==> src/rtl/validador_pecas.sv <==
// Battleship piece validator: checks a requested piece against one of two
// occupancy bitmaps and stores it when legal. Optional macro: VALIDADOR_ADJ_EN.
module validador_pecas #(
   parameter int BOARD = 10
) (
   input  logic       clk,
   input  logic       reset,
   input  logic       valida,
   input  logic [2:0] tipo,
   input  logic       direcao,
   input  logic [2:0] orientacao,
   input  logic [3:0] x1,
   input  logic [3:0] y1,
   input  logic       jogador,
   input  logic [3:0] cons_x,
   input  logic [3:0] cons_y,
   input  logic       cons_jog,
   output logic       conflito,
   output logic       pronto,
   output logic       ocupado,
   output logic [6:0] n_cel0,
   output logic [6:0] n_cel1
);

   localparam logic [5:0] BOARD6 = 6'(BOARD);
   localparam logic [4:0] BOARD5 = 5'(BOARD);

   typedef enum logic [2:0] {
      S_IDLE  = 3'd0,
      S_CHECK = 3'd1,
      S_WRITE = 3'd2,
      S_DONE  = 3'd3,
      S_WAIT  = 3'd4
   } state_t;

   state_t r_state;
   state_t w_next;

   logic [2:0] r_tipo;
   logic       r_dir;
   logic       r_ori;
   logic [3:0] r_x;
   logic [3:0] r_y;
   logic       r_jog;
   logic [2:0] r_k;
   logic       r_conflito;
   logic       r_pronto;
   logic       r_ocupado;
   logic [6:0] r_n_cel0;
   logic [6:0] r_n_cel1;
   // Full 16x16 storage so any 4-bit address indexes safely; cells >= BOARD stay 0.
   logic [1:0][15:0][15:0] r_map;

   logic [5:0] w_ax;
   logic [5:0] w_ay;
   logic [5:0] w_step;
   logic [5:0] w_cx;
   logic [5:0] w_cy;
   logic       w_off;
   logic       w_hit;
   logic       w_adj;
   logic       w_cell_bad;
   logic       w_last;
   logic       w_illegal;
   logic       w_q_on;
   logic       w_latch;
   logic       w_set_conf;
   logic       w_wr;
   logic       w_k_inc;
   logic       w_k_clr;
   logic       w_unused_ori;

   assign w_unused_ori = ^orientacao[2:1];

   // True when any on-board 4-neighbour of (cx,cy) is occupied in board m.
   function automatic logic adj_occ(input logic [15:0][15:0] m,
                                    input logic [3:0] cx,
                                    input logic [3:0] cy);
      logic occ;
      occ = 1'b0;
      if (cx != 4'd0) occ = occ | m[cy][cx - 4'd1];
      else            occ = occ;
      if (({1'b0, cx} + 5'd1) < BOARD5) occ = occ | m[cy][cx + 4'd1];
      else                              occ = occ;
      if (cy != 4'd0) occ = occ | m[cy - 4'd1][cx];
      else            occ = occ;
      if (({1'b0, cy} + 5'd1) < BOARD5) occ = occ | m[cy + 4'd1][cx];
      else                              occ = occ;
      return occ;
   endfunction

   assign w_ax      = {2'b00, r_x};
   assign w_ay      = {2'b00, r_y};
   assign w_step    = {3'b000, r_k};
   assign w_last    = (r_k == r_tipo);
   assign w_illegal = (tipo > 3'd4);
   assign w_q_on    = ({1'b0, cons_x} < BOARD5) && ({1'b0, cons_y} < BOARD5);

   // Candidate cell k; 6-bit math makes an underflow land far above BOARD.
   always_comb begin
      w_cx = w_ax;
      w_cy = w_ay;
      if (r_dir == 1'b0) begin
         if (r_ori) w_cx = w_ax - w_step;
         else       w_cx = w_ax + w_step;
      end else begin
         if (r_ori) w_cy = w_ay - w_step;
         else       w_cy = w_ay + w_step;
      end
   end

   assign w_off = (w_cx >= BOARD6) || (w_cy >= BOARD6);
   assign w_hit = r_map[r_jog][w_cy[3:0]][w_cx[3:0]];
`ifdef VALIDADOR_ADJ_EN
   assign w_adj = adj_occ(r_map[r_jog], w_cx[3:0], w_cy[3:0]);
`else
   assign w_adj = 1'b0;
`endif
   assign w_cell_bad = w_off | w_hit | w_adj;

   // State register.
   always_ff @(posedge clk or negedge reset) begin
      if (!reset) r_state <= S_IDLE;
      else        r_state <= w_next;
   end

   // Next-state and datapath control strobes.
   always_comb begin
      w_next     = r_state;
      w_latch    = 1'b0;
      w_set_conf = 1'b0;
      w_wr       = 1'b0;
      w_k_inc    = 1'b0;
      w_k_clr    = 1'b0;
      case (r_state)
         S_IDLE: begin
            if (valida) begin
               w_latch = 1'b1;
               if (w_illegal) w_next = S_DONE;
               else           w_next = S_CHECK;
            end else begin
               w_next = S_IDLE;
            end
         end
         S_CHECK: begin
            if (w_cell_bad) begin
               w_set_conf = 1'b1;
               w_next     = S_DONE;
            end else if (w_last) begin
               w_k_clr = 1'b1;
               w_next  = S_WRITE;
            end else begin
               w_k_inc = 1'b1;
            end
         end
         S_WRITE: begin
            w_wr = 1'b1;
            if (w_last) w_next = S_DONE;
            else        w_k_inc = 1'b1;
         end
         S_DONE:  w_next = S_WAIT;
         S_WAIT: begin
            if (!valida) w_next = S_IDLE;
            else         w_next = S_WAIT;
         end
         default: w_next = S_IDLE;
      endcase
   end

   // Request latch, cell index, result flags, bitmaps, counters and query port.
   always_ff @(posedge clk or negedge reset) begin
      if (!reset) begin
         r_tipo     <= 3'd0;
         r_dir      <= 1'b0;
         r_ori      <= 1'b0;
         r_x        <= 4'd0;
         r_y        <= 4'd0;
         r_jog      <= 1'b0;
         r_k        <= 3'd0;
         r_conflito <= 1'b0;
         r_pronto   <= 1'b0;
         r_ocupado  <= 1'b0;
         r_n_cel0   <= 7'd0;
         r_n_cel1   <= 7'd0;
         r_map      <= '0;
      end else begin
         r_pronto  <= (r_state == S_DONE);
         r_ocupado <= w_q_on ? r_map[cons_jog][cons_y][cons_x] : 1'b0;
         if (w_latch) begin
            r_tipo     <= tipo;
            r_dir      <= direcao;
            r_ori      <= orientacao[0];
            r_x        <= x1;
            r_y        <= y1;
            r_jog      <= jogador;
            r_k        <= 3'd0;
            r_conflito <= w_illegal;
         end else if (w_set_conf) begin
            r_conflito <= 1'b1;
         end else if (w_k_clr) begin
            r_k <= 3'd0;
         end else if (w_k_inc) begin
            r_k <= r_k + 3'd1;
         end else begin
            r_k <= r_k;
         end
         if (w_wr) begin
            r_map[r_jog][w_cy[3:0]][w_cx[3:0]] <= 1'b1;
            if (r_jog) r_n_cel1 <= r_n_cel1 + 7'd1;
            else       r_n_cel0 <= r_n_cel0 + 7'd1;
         end else begin
            r_n_cel0 <= r_n_cel0;
         end
      end
   end

   assign conflito = r_conflito;
   assign pronto   = r_pronto;
   assign ocupado  = r_ocupado;
   assign n_cel0   = r_n_cel0;
   assign n_cel1   = r_n_cel1;

endmodule
==> config.mk <==
export PLATFORM = sky130hd
export DESIGN_NAME = validador_pecas
export DESIGN_NICKNAME = d
export VERILOG_FILES = /design/src/rtl/validador_pecas.sv
export SDC_FILE = /design/constraint.sdc
export NUM_CORES = 1
export LEC_CHECK = 0
export BUFFER_PORTS_ARGS = -buffer_cell sky130_fd_sc_hd__buf_2
export CORE_ASPECT_RATIO = 1.1
export CORE_MARGIN = 1.5
export CORE_UTILIZATION = 55
export CTS_BUF_LIST = sky130_fd_sc_hd__clkbuf_2
export DETAILED_ROUTE_END_ITERATION = 7
export GPL_ROUTABILITY_DRIVEN = 0
export PLACE_DENSITY = 0.67
export SLEW_MARGIN = 20
export SYNTH_ARGS = -nofsm -noshare
export SYNTH_HDL_FRONTEND = slang
export SYNTH_SLANG_ARGS = --single-unit
==> constraint.sdc <==
create_clock -name clk -period 10.35 [get_ports clk]
set_input_delay 0.5175 -clock clk [delete_from_list [all_inputs] [get_ports clk]]
set_output_delay 0.5175 -clock clk [all_outputs]
set_load 0.005 [all_outputs]
# Word-level counts from Yosys, hierarchy flattened
# Index checks and enable logic that the tools add are counted.
totals:
  ff_bits: 549
  in_bits: 28
  elab_cells: 136
classes:
  add_sub_neg: 7
  n_eq_ne: 8
  n_reduce_logical: 12
  n_lt_le_gt_ge: 14
  n_bitwise: 3
  muxes: 47
op_table:
  columns: ["cell", "n"]
  rows:
  - ["two-way mux 256 bit", 5]
  - ["OR 512 bit", 1]
  - ["demux 256 bit (select 1 bit)", 1]
  - ["binary-select mux 16 bit (select 4 bit)", 2]
  - ["demux 16 bit (select 4 bit)", 1]
  - ["two-way mux 16 bit", 3]
  - ["two-way mux 3 bit", 9]
  - ["two-way mux 6 bit", 4]
  - ["less-than comparator 4 x 5 -> 1 bit, second input constant", 4]
  - ["two-way mux 1 bit", 16]
  - ["one-hot mux 3 bit (5 select lines)", 1]
  - ["adder 7 x 1 -> 7 bit, second input constant", 2]
  - ["greater-or-equal comparator 6 x 4 -> 1 bit, second input constant", 2]
  - ["adder 4 x 3 -> 5 bit", 2]
  - ["subtractor 4 x 3 -> 5 bit", 2]
  - ["binary-select mux 1 bit (select 4 bit)", 2]
  - ["greater-or-equal comparator 4 x 1 -> 1 bit, second input constant", 2]
  - ["less-than comparator 4 bit, second input constant", 2]
  - ["AND reduction 2 bit", 4]
  - ["== test 3 x 2 -> 1 bit, second input constant", 2]
  - ["demux 1 bit (select 4 bit)", 1]
  - ["logical AND 1 bit", 4]
  - ["less-than comparator 1 x 2 -> 1 bit, second input constant", 2]
  - ["inequality test 2 bit, second input constant", 2]
  - ["15 further kinds", 15]

# Logic depth before layout (Yosys ltp)
# Gate-level depths: netlist (run 1).
logic_depth:
  depth_word: 14
  mapped_depth: 17

# Least setup slack after synthesis (run 1)
# Ideal clock, no wire load.
synth_timing:
  path_kind: "register to register"
  from: "register r_k[0]"
  to: "register r_k[0]"
  setup_time_ps: 122
  slack_ps: 7019
  synth_period_minus_slack_ps: 3331
  stages_incl_launch_ff: 16
  t_arrival_ps: 3209
  cell_sequence: "dfrtp_1 > ha_1 > inv_1 > fa_1 > mux2i_1 > a21o_1 > buf_6 > buf_6 > mux2i_1 > mux2_1 > o22ai_1 > a2111oi_2 > nand4_1 > nand2b_4 > or2_1 > a32o_1"
synth_between:
  elab_chain_cells: 13
  word_cells_on_any_way: 33
synth_lines:
  columns: ["item", "line", "source"]
  rows:
  - ["start: declaration", "45", "logic [2:0] r_k;"]
  - ["start signal: assignment", "203", "r_k <= r_k + 3'd1;"]
  - ["start signal: assignment", "205", "r_k <= r_k;"]
  - ["adder 4 x 3 -> 5 bit / subtractor 4 x 3 -> 5 bit (equally long branches)", "108, 107", null]
  - ["two-way mux 6 bit", "107", "if (r_ori) w_cy = w_ay - w_step;"]
  - ["two-way mux 6 bit", "103", "if (r_dir == 1'b0) begin"]
  - ["binary-select mux 16 bit (select 4 bit)", "113", "assign w_hit = r_map[r_jog][w_cy[3:0]][w_cx[3:0]];"]
  - ["two-way mux 16 bit (implied by the code)", "113", null]
  - ["binary-select mux 1 bit (select 4 bit)", "113", null]
  - ["two-way mux 1 bit (implied by the code)", "113", null]
  - ["OR 1 bit", "119", "assign w_cell_bad = w_off | w_hit | w_adj;"]
  - ["two-way mux 1 bit", "146", "if (w_cell_bad) begin"]
  - ["two-way mux 1 bit", "135", "case (r_state)"]
  - ["two-way mux 3 bit", "200", "end else if (w_k_clr) begin"]
  - ["two-way mux 3 bit", "198", "end else if (w_set_conf) begin"]
  - ["two-way mux 3 bit", "189", "if (w_latch) begin"]
# Parallel ways exist; a longest one is shown, timed or not. The select of a mux whose other input is x is not followed.
# A chain may end at the register's enable or synchronous reset.

# Worst setup path in the final report (run 1)
layout_timing:
  from: "register r_dir"
  to: "register r_k[1]"
layout_between:
  elab_chain_cells: 11
  word_cells_on_any_way: 22
layout_lines:
  columns: ["item", "line", "source"]
  rows:
  - ["start: declaration", "40", "logic r_dir;"]
  - ["start signal: assignment", "191", "r_dir <= direcao;"]
  - ["two-way mux 6 bit", "103", null]
  - ["binary-select mux 16 bit (select 4 bit)", "113", null]
  - ["two-way mux 16 bit (implied by the code)", "113", null]
  - ["binary-select mux 1 bit (select 4 bit)", "113", null]
  - ["two-way mux 1 bit (implied by the code)", "113", null]
  - ["OR 1 bit *", "119", null]
  - ["two-way mux 1 bit", "146", null]
  - ["two-way mux 1 bit", "135", null]
  - ["two-way mux 3 bit", "200", null]
  - ["two-way mux 3 bit", "198", null]
  - ["two-way mux 3 bit", "189", null]
# Mark *: on every way between the ends. The rest lies on a longest branch, timed or not. The select of a mux whose other input is x is not followed.

==> flow_metrics.env, run 1 <==
export IMPL_max_cap_viol_count=0
export IMPL_setup_worst_path_start_class="register"
export IMPL_cts_tree="done"
export IMPL_synth_ff_type="dfrtp_1"
export IMPL_synth_seq_cells=357
export IMPL_coreArea_um2=34000
export IMPL_chipHeight_um=198
export IMPL_start_util_pct=55.6
export IMPL_antenna_found_initial=2
export IMPL_root_buffer="clkbuf_2"
export IMPL_grt_pass1_vias=13200
export IMPL_num_vias=12800
export IMPL_synth_area_um2=18900
export IMPL_finalCritPeriodShare_pct=48.4
export IMPL_n_fill_cell=2767
export IMPL_seq_area_frac_synth_pct=47.2
export IMPL_rsz0062_at_grt="no"
export IMPL_critPathKind="register to register"
export IMPL_internal_power_w=0.00350
export IMPL_ir_drop_uv=175
export IMPL_path_clk_slew_ns=0.11
export IMPL_post_cts_buffers=0
export IMPL_avgViaCountPerCell=6.50
export IMPL_maxSlewHeadroom_pct=26.0
export IMPL_pwr_share_seq_pct=37.1
export IMPL_crit_arrival_ns=5.86
export IMPL_p_switching_w=0.00270
export IMPL_ioPinCount=45
export IMPL_ys_warn_count=0
export IMPL_synth_top_cell_by_area="dfrtp_1"
export IMPL_syn_to_final_growth_pct=6.94
export IMPL_wirelength_mm=49.1
export IMPL_hold_buffers=18
export IMPL_grt_max_degree=169
export IMPL_nNetsFinal=1511
export IMPL_slowest_delay_ns=0.88
export IMPL_cts_resized=0
export IMPL_required_ns=11.19
export IMPL_crit_top_cell="buf_4"
export IMPL_report_final_setup_viol=0
export IMPL_crit_chain="nor2_1 > a21oi_4 > buf_4 > buf_4 > mux4_1 > mux4_2 > or3b_2 > o2111a_1 > nand4_1 > nand2b_4 > or2_1 > a32o_1"
export IMPL_fmax_mhz=199
export IMPL_synth_async_reset_ratio_pct=100
export IMPL_p_per_area_nw_per_um2=306
export IMPL_power_frac_clock_pct=15.9
export IMPL_placementRows=71
export IMPL_postSynthAreaPerCell_um2=13.4
export IMPL_htreeDepth=3
export IMPL_critPathMaxFanout=56
export IMPL_die_area_um2=35500
export IMPL_drc=0
export IMPL_portBuffers=42
export IMPL_synthTopCellsByArea="dfrtp_1 47%, mux4_2 20%, a21o_1 7.7%"
export IMPL_reg2regPathDepth=12
export IMPL_synth_distinct_cells=69
export IMPL_worst_pin_slew_ns=1.10
export IMPL_hold_class="input port to register"
export IMPL_dr_pass1_iters=7
export IMPL_dieWidth_um=180
export IMPL_clk_insertion_delay_late_ns=1.01
export IMPL_grt_usage_pct=28.7
export IMPL_whs_path_depth=3
export IMPL_clock_skew_ns=0.0719
export IMPL_post_drt_wl_per_cell_um=24.9
export IMPL_postRouteAntennaNets=0
export IMPL_crit_path_end_kind="register"
export IMPL_final_common_cell="dfrtp_1"
export IMPL_slowest_stage="dfrtp_1"
export IMPL_dp_hpwl_mm=31.1
export IMPL_clk_path_buf_depth=3
export IMPL_syn_inst=1417
export IMPL_hold_violations=0
export IMPL_overflow=0
export IMPL_switching_share_pct=43.5
export IMPL_numCtsBuffers=93
export IMPL_leakage_nw=10.5
export IMPL_grt_pass1_wl_mm=77.4
export IMPL_final_layout_size_suffix_gt1_share_pct=27.8
export IMPL_synth_top_area_share_pct=47.2
export IMPL_setup_tns_ns=0
export IMPL_postPlaceCellArea_um2=19200
export IMPL_status="complete, no violations"
export IMPL_fin_area_um2=20200
export IMPL_drt_iter0_markers=1160
export IMPL_period_needed_ns=5.01
export IMPL_syn_nets=1464
export IMPL_most_common_layout_cells="356 x dfrtp_1, 194 x a21o_1, 164 x mux4_2"
export IMPL_synth_edf_count=0
export IMPL_slew_viol_final=0
export IMPL_cts_sinks=357
export IMPL_pwr_share_comb_pct=47.0
[critical path, delay by kind of cell, from the launching register on]
family                 cells  cell delay (ns)
AOI/OAI and AO/OA          3             0.65
buffers and inverters      2             1.24
DFF                        1             0.88
muxes                      2             0.94
and+or+nand+nor            5             1.07
[per-stage QoR]
step                      worst slack [ns]  hold WS (ns)  utilization, %  std cells  total power [W]
final                                 5.34         0.132            59.5       1970          0.00620
after global routing                  5.15        0.0858            59.5       1970          0.00658
after CTS                             5.34       0.00486            59.4       1968          0.00621
after detailed placement              5.43         0.460            56.5       1789          0.00520
after global placement                5.42         0.449            56.5       1789          0.00514
after floorplan                       7.02         0.222               -       1417          0.00445
[layout make-up]
type | count | area (µm²) | area share, %
tap | 438 | 548 | 2.71
antenna | 2 | 5.00 | 0.0247
clock buffer | 138 | 691 | 3.41
timing repair buffer | 79 | 564 | 2.79
clock inverter | 23 | 144 | 0.711
inverter | 15 | 56.3 | 0.278
sequential | 357 | 8940 | 44.2
multi-input combinational | 918 | 9290 | 45.9
[cells by family after synthesis]
kind of cell	after synthesis	share of synthesized area, %
DFF	357	47.2
muxes	242	24.7
xor gates and xnor gates	19	1.06
and+or+nand+nor	224	5.43
buffers and inverters	142	3.80
adders and majority gates	19	1.42
AOI/OAI and AO/OA	414	16.4
[layer usage]
metal | global-route usage [%] | wire [µm] | part of all wire, % | vias to the layer above
li1 | - | - | - | 5503
met1 | 38.1 | 20200 | 41 | 6692
met2 | 45.4 | 23800 | 48 | 522
met3 | 7.08 | 3500 | 7.1 | 91
met4 | 12.7 | 1560 | 3.2 | 0
met5 | 0 | 0 | 0 | -
[path summary, 6_finish.rpt]
path	start	to	slack (ns)
max	r_dir	r_k[1]	5.34
max reg2reg	r_dir	r_k[1]	5.34
min	cons_y[2]	ocupado	0.13
min reg2reg	r_map[338]	r_map[338]	0.48
min in group asynchronous	reset	r_map[34]	0.17
max in group asynchronous	reset	r_map[502]	8.73
[flip-flops by register name, indices dropped and copies added (netlist names)]
name,cells
r_jog,1
pronto,1
r_state,3
r_x,4
r_map,320
r_tipo,3
r_ori,1
r_y,4
r_k,3
r_dir,1
conflito,1
ocupado,1
n_cel0,7
n_cel1,7
[power groups by stage]
stage	sequential [W]	clock, W	combinational, W
global placement	0.00229	0	0.00286
detailed placement	0.00231	0	0.00289
global route	0.00237	0.00110	0.00311
CTS	0.00229	0.00102	0.00291
floorplan	0.00213	0	0.00232
finish	0.00230	0.000987	0.00291
[cell usage after synthesis (3+ instances only)]
cell,count
nor2_1,64
clkbuf_1,72
buf_4,6
mux4_1,9
a31oi_1,6
dfrtp_1,357
o21bai_1,129
buf_6,16
a21oi_1,17
nor2b_1,6
nand2_1,79
a211oi_1,6
buf_2,22
ha_1,15
nor3b_1,4
xor2_1,6
mux2_2,25
nor3_1,14
nand4_1,10
o21a_1,4
inv_1,15
o21ai_0,18
a21o_1,195
buf_1,10
fa_1,4
o22ai_1,9
and3_1,6
xnor2_1,10
o221ai_1,4
mux4_2,164
mux2i_1,40
nand2b_1,6
nand3_1,17
or3_1,3
nor4_1,4
Power figures use the tool's default switching activity.
==> run 2: changes to the inputs <==
--- a/config.mk
+++ b/config.mk
@@ -5,6 +5,7 @@
 export SDC_FILE = /design/constraint.sdc
 export NUM_CORES = 1
 export LEC_CHECK = 0
+export ABC_AREA = 1
 export BUFFER_PORTS_ARGS = -buffer_cell sky130_fd_sc_hd__buf_2
 export CORE_ASPECT_RATIO = 1.1
 export CORE_MARGIN = 1.5
==> constraint.sdc (replaced) <==
create_clock -name clk -period 5.23 [get_ports clk]
set_input_delay 0.2615 -clock clk [delete_from_list [all_inputs] [get_ports clk]]
set_output_delay 0.2615 -clock clk [all_outputs]
set_load 0.005 [all_outputs]
==> run 2 against run 1 <==
Against the previous run:
- clock skew rose by 0.0060 ns
- final area rose by 66%
- final cell count rose to 2.6 times the previous value
- largest cell class unchanged
- synthesized cell count grew to 3.0 times the previous value
- combinational power rose to 3.1 times the previous value
- wire length grew 120%
- via count rose by 140%
- sequential power grew to 2.7 times the previous value
==> flow_metrics.env, run 2 <==
export IMPL_leakage_nw=15.1
export IMPL_required_ns=6.49
export IMPL_r2r_setup_slack_ns=1.04
export IMPL_hold_violations=0
export IMPL_antenna_found_initial=1
export IMPL_slew_viol_final=0
export IMPL_synth_edf_count=0
export IMPL_postSynthAreaPerCell_um2=7.19
export IMPL_most_common_layout_cells="1306 x nand2_1, 701 x o21ai_0, 548 x dfrtp_1"
export IMPL_largest_reg_flops=512
export IMPL_synthTopCellsByArea="dfrtp_1 44%, nand2_1 16%, o21ai_0 11%"
export IMPL_seq_area_frac_synth_pct=44.4
export IMPL_dp_hpwl_mm=59.2
export IMPL_power_frac_clock_pct=17.0
export IMPL_cts_tree="done"
export IMPL_yosys_top_cells_count="1307 x nand2_1, 701 x o21ai_0, 549 x dfrtp_1, 423 x inv_1, 290 x a21oi_1"
export IMPL_grt_pass1_wl_mm=165
export IMPL_crit_path_end_kind="register"
export IMPL_grt_max_degree=176
export IMPL_rsz0062_at_grt="no"
export IMPL_status="complete, no violations"
export IMPL_cts_resized=0
export IMPL_clock_skew_ns=0.0778
export IMPL_pre_cts_ws_ns=1.26
export IMPL_num_vias=30500
export IMPL_cts_sinks=549
export IMPL_synth_top_cell_by_area="dfrtp_1"
export IMPL_clk_insertion_delay_late_ns=1.37
export IMPL_pwr_share_seq_pct=33.6
export IMPL_ioPinCount=45
export IMPL_syn_nets=4356
export IMPL_wirelength_mm=106
export IMPL_hold_class="input port to register"
export IMPL_synth_ff_type="dfrtp_1"
export IMPL_setup_tns_ns=0
export IMPL_hold_ws_ns=0.219
export IMPL_postPlaceCellArea_um2=31600
export IMPL_syn_inst=4309
export IMPL_clk_path_buf_depth=3
export IMPL_critPathKind="register to register"
export IMPL_path_clk_slew_ns=0.10
export IMPL_reg2regPathDepth=22
export IMPL_hold_end="ocupado"
export IMPL_n_fill_cell=5275
export IMPL_grt_usage_pct=36.9
export IMPL_htreeDepth=4
export IMPL_synth_top_area_share_pct=44.4
export IMPL_final_layout_size_suffix_gt1_share_pct=9.15
export IMPL_pwr_share_comb_pct=49.4
export IMPL_p_switching_w=0.00942
export IMPL_maxSlewHeadroom_pct=24.6
export IMPL_critPathMaxFanout=39
export IMPL_switching_share_pct=51.5
export IMPL_die_area_um2=57700
export IMPL_p_per_area_nw_per_um2=544
export IMPL_drt_iter0_markers=3117
export IMPL_cp_num_buf_inv=4
export IMPL_whs_path_depth=6
export IMPL_post_drt_wl_per_cell_um=20.5
export IMPL_critical_path_top_delay_family="simple AND/OR/NAND/NOR gates"
export IMPL_slowest_delay_ns=0.58
export IMPL_placementRows=91
export IMPL_top_register="r_map"
export IMPL_post_cts_buffers=0
export IMPL_hp_start="cons_x[1]"
export IMPL_report_final_setup_viol=0
export IMPL_grt_pass1_vias=29200
export IMPL_nNetsFinal=4387
export IMPL_synth_distinct_cells=38
export IMPL_yosysMostFrequentCell="nand2_1"
export IMPL_final_common_cell="nand2_1"
export IMPL_finalCritPeriodShare_pct=80.2
export IMPL_root_buffer="clkbuf_2"
export IMPL_r2r_end="r_k[0]"
export IMPL_start_util_pct=55.4
export IMPL_internal_power_w=0.00887
export IMPL_dr_pass1_iters=6
export IMPL_fin_area_um2=33600
export IMPL_synth_async_reset_ratio_pct=100
export IMPL_period_needed_ns=4.19
export IMPL_coreArea_um2=55900
export IMPL_crit_chain="ha_1 > inv_1 > fa_1 > nand2_1 > nand3_1 > nand2_4 > buf_4 > nand2_1 > nand2_1 > nand2_1 > nand2_1 > inv_1 > nand2_1 > nand3_1 > nand4_1 > nand2_1 > nand2_1 > inv_2 > nand3_2 > nand2_1 > nand3b_1 > nand2_1"
export IMPL_dieWidth_um=229
export IMPL_crit_arrival_ns=5.45
export IMPL_overflow=0
export IMPL_max_cap_viol_count=0
export IMPL_syn_to_final_growth_pct=8.60
export IMPL_numCtsBuffers=150
export IMPL_synth_area_um2=31000
export IMPL_fmax_mhz=238
export IMPL_synth_seq_cells=549
export IMPL_worst_pin_slew_ns=1.13
export IMPL_slowest_stage="dfrtp_1"
export IMPL_crit_top_cell="nand2_1"
export IMPL_ir_drop_uv=763
export IMPL_setup_ws_ns=1.04
export IMPL_postRouteAntennaNets=0
export IMPL_r2r_start="r_k[0]"
export IMPL_ys_warn_count=0
export IMPL_setup_worst_path_start_class="register"
export IMPL_chipHeight_um=252
export IMPL_hold_buffers=68
export IMPL_drc=0
export IMPL_avgViaCountPerCell=5.88
export IMPL_portBuffers=42
[run 2: cell count changes after synthesis, sizes merged, moves of 173 or more]
cell and change:
a21oi +270, o21ai +851, dfrtp +192, inv +417
mux4 -173, nand2 +1234, a21o -195, nand3 +217
[run 2: worst max path at each step]
stage	start	to	slack (ns)	depth (start not counted)
5_1_grt	r_y[0]	r_k[0]	0.80	23
3_5_place_dp	r_k[1]	r_k[0]	1.26	21
2_1_floorplan	r_k[1]	r_state[0]	2.49	21
4_1_cts	r_k[1]	r_state[0]	1.23	20
6_report	r_k[0]	r_k[0]	1.04	22
3_3_place_gp	r_k[1]	r_k[0]	1.20	21
[run 2: routing by layer]
metal | GRT usage [%] | wire length (µm) | part of all wire (%)
met4 | 18.6 | 4880 | 4.6
met3 | 7.98 | 10300 | 9.7
met2 | 57.9 | 48000 | 45
met1 | 48.4 | 42800 | 40
met5 | 0 | 0 | 0
[run 2: layout make-up]
class / instances / area (µm²) / area share, %
inverter: 432 / 1640 / 4.89
timing repair buffer: 189 / 1800 / 5.36
clock buffer: 219 / 1100 / 3.26
clock inverter: 28 / 184 / 0.547
tap: 744 / 931 / 2.77
sequential: 549 / 13700 / 40.9
antenna: 1 / 2.50 / 0.00744
multi-input combinational: 3018 / 14200 / 42.3
[run 2: tightest hold or removal path, cell delays in order]
cell	delay, ns
buf_2	0.20
o221ai_1	0.15
nand3_1	0.08
nand3b_1	0.09
a21oi_1	0.09
dlygate4sd3_1	0.61
[run 2: power by group through the flow]
stage	logic, W	clock network (W)	registers (W)
after floorplan	0.00557	0	0.00595
after global placement	0.00855	0	0.00616
after detailed placement	0.00862	0	0.00618
after CTS	0.00879	0.00317	0.00610
after global routing	0.00967	0.00337	0.00627
final	0.00904	0.00311	0.00614
[run 2: logic make-up (layout without fill, tap and decap cells)]
logic type,Yosys count,in the layout,share of synthesized area (%)
flip-flops,549,549,44.4
XOR/XNOR,18,18,0.509
AO/OA/AOI/OAI,1324,1324,22.8
adder cells (fa/ha/maj),19,19,0.865
other,0,1,0
AND/OR/NAND/NOR,1657,1657,21.6
buffers and inverters,742,868,9.91
[run 2: per-stage QoR]
step | util (%) | std cells | power (W)
after global routing | 60.2 | 5180 | 0.0193
final | 60.2 | 5180 | 0.0183
after floorplan | - | 4309 | 0.0115
after global placement | 56.6 | 4864 | 0.0147
after CTS | 60.1 | 5179 | 0.0181
after detailed placement | 56.6 | 4864 | 0.0148
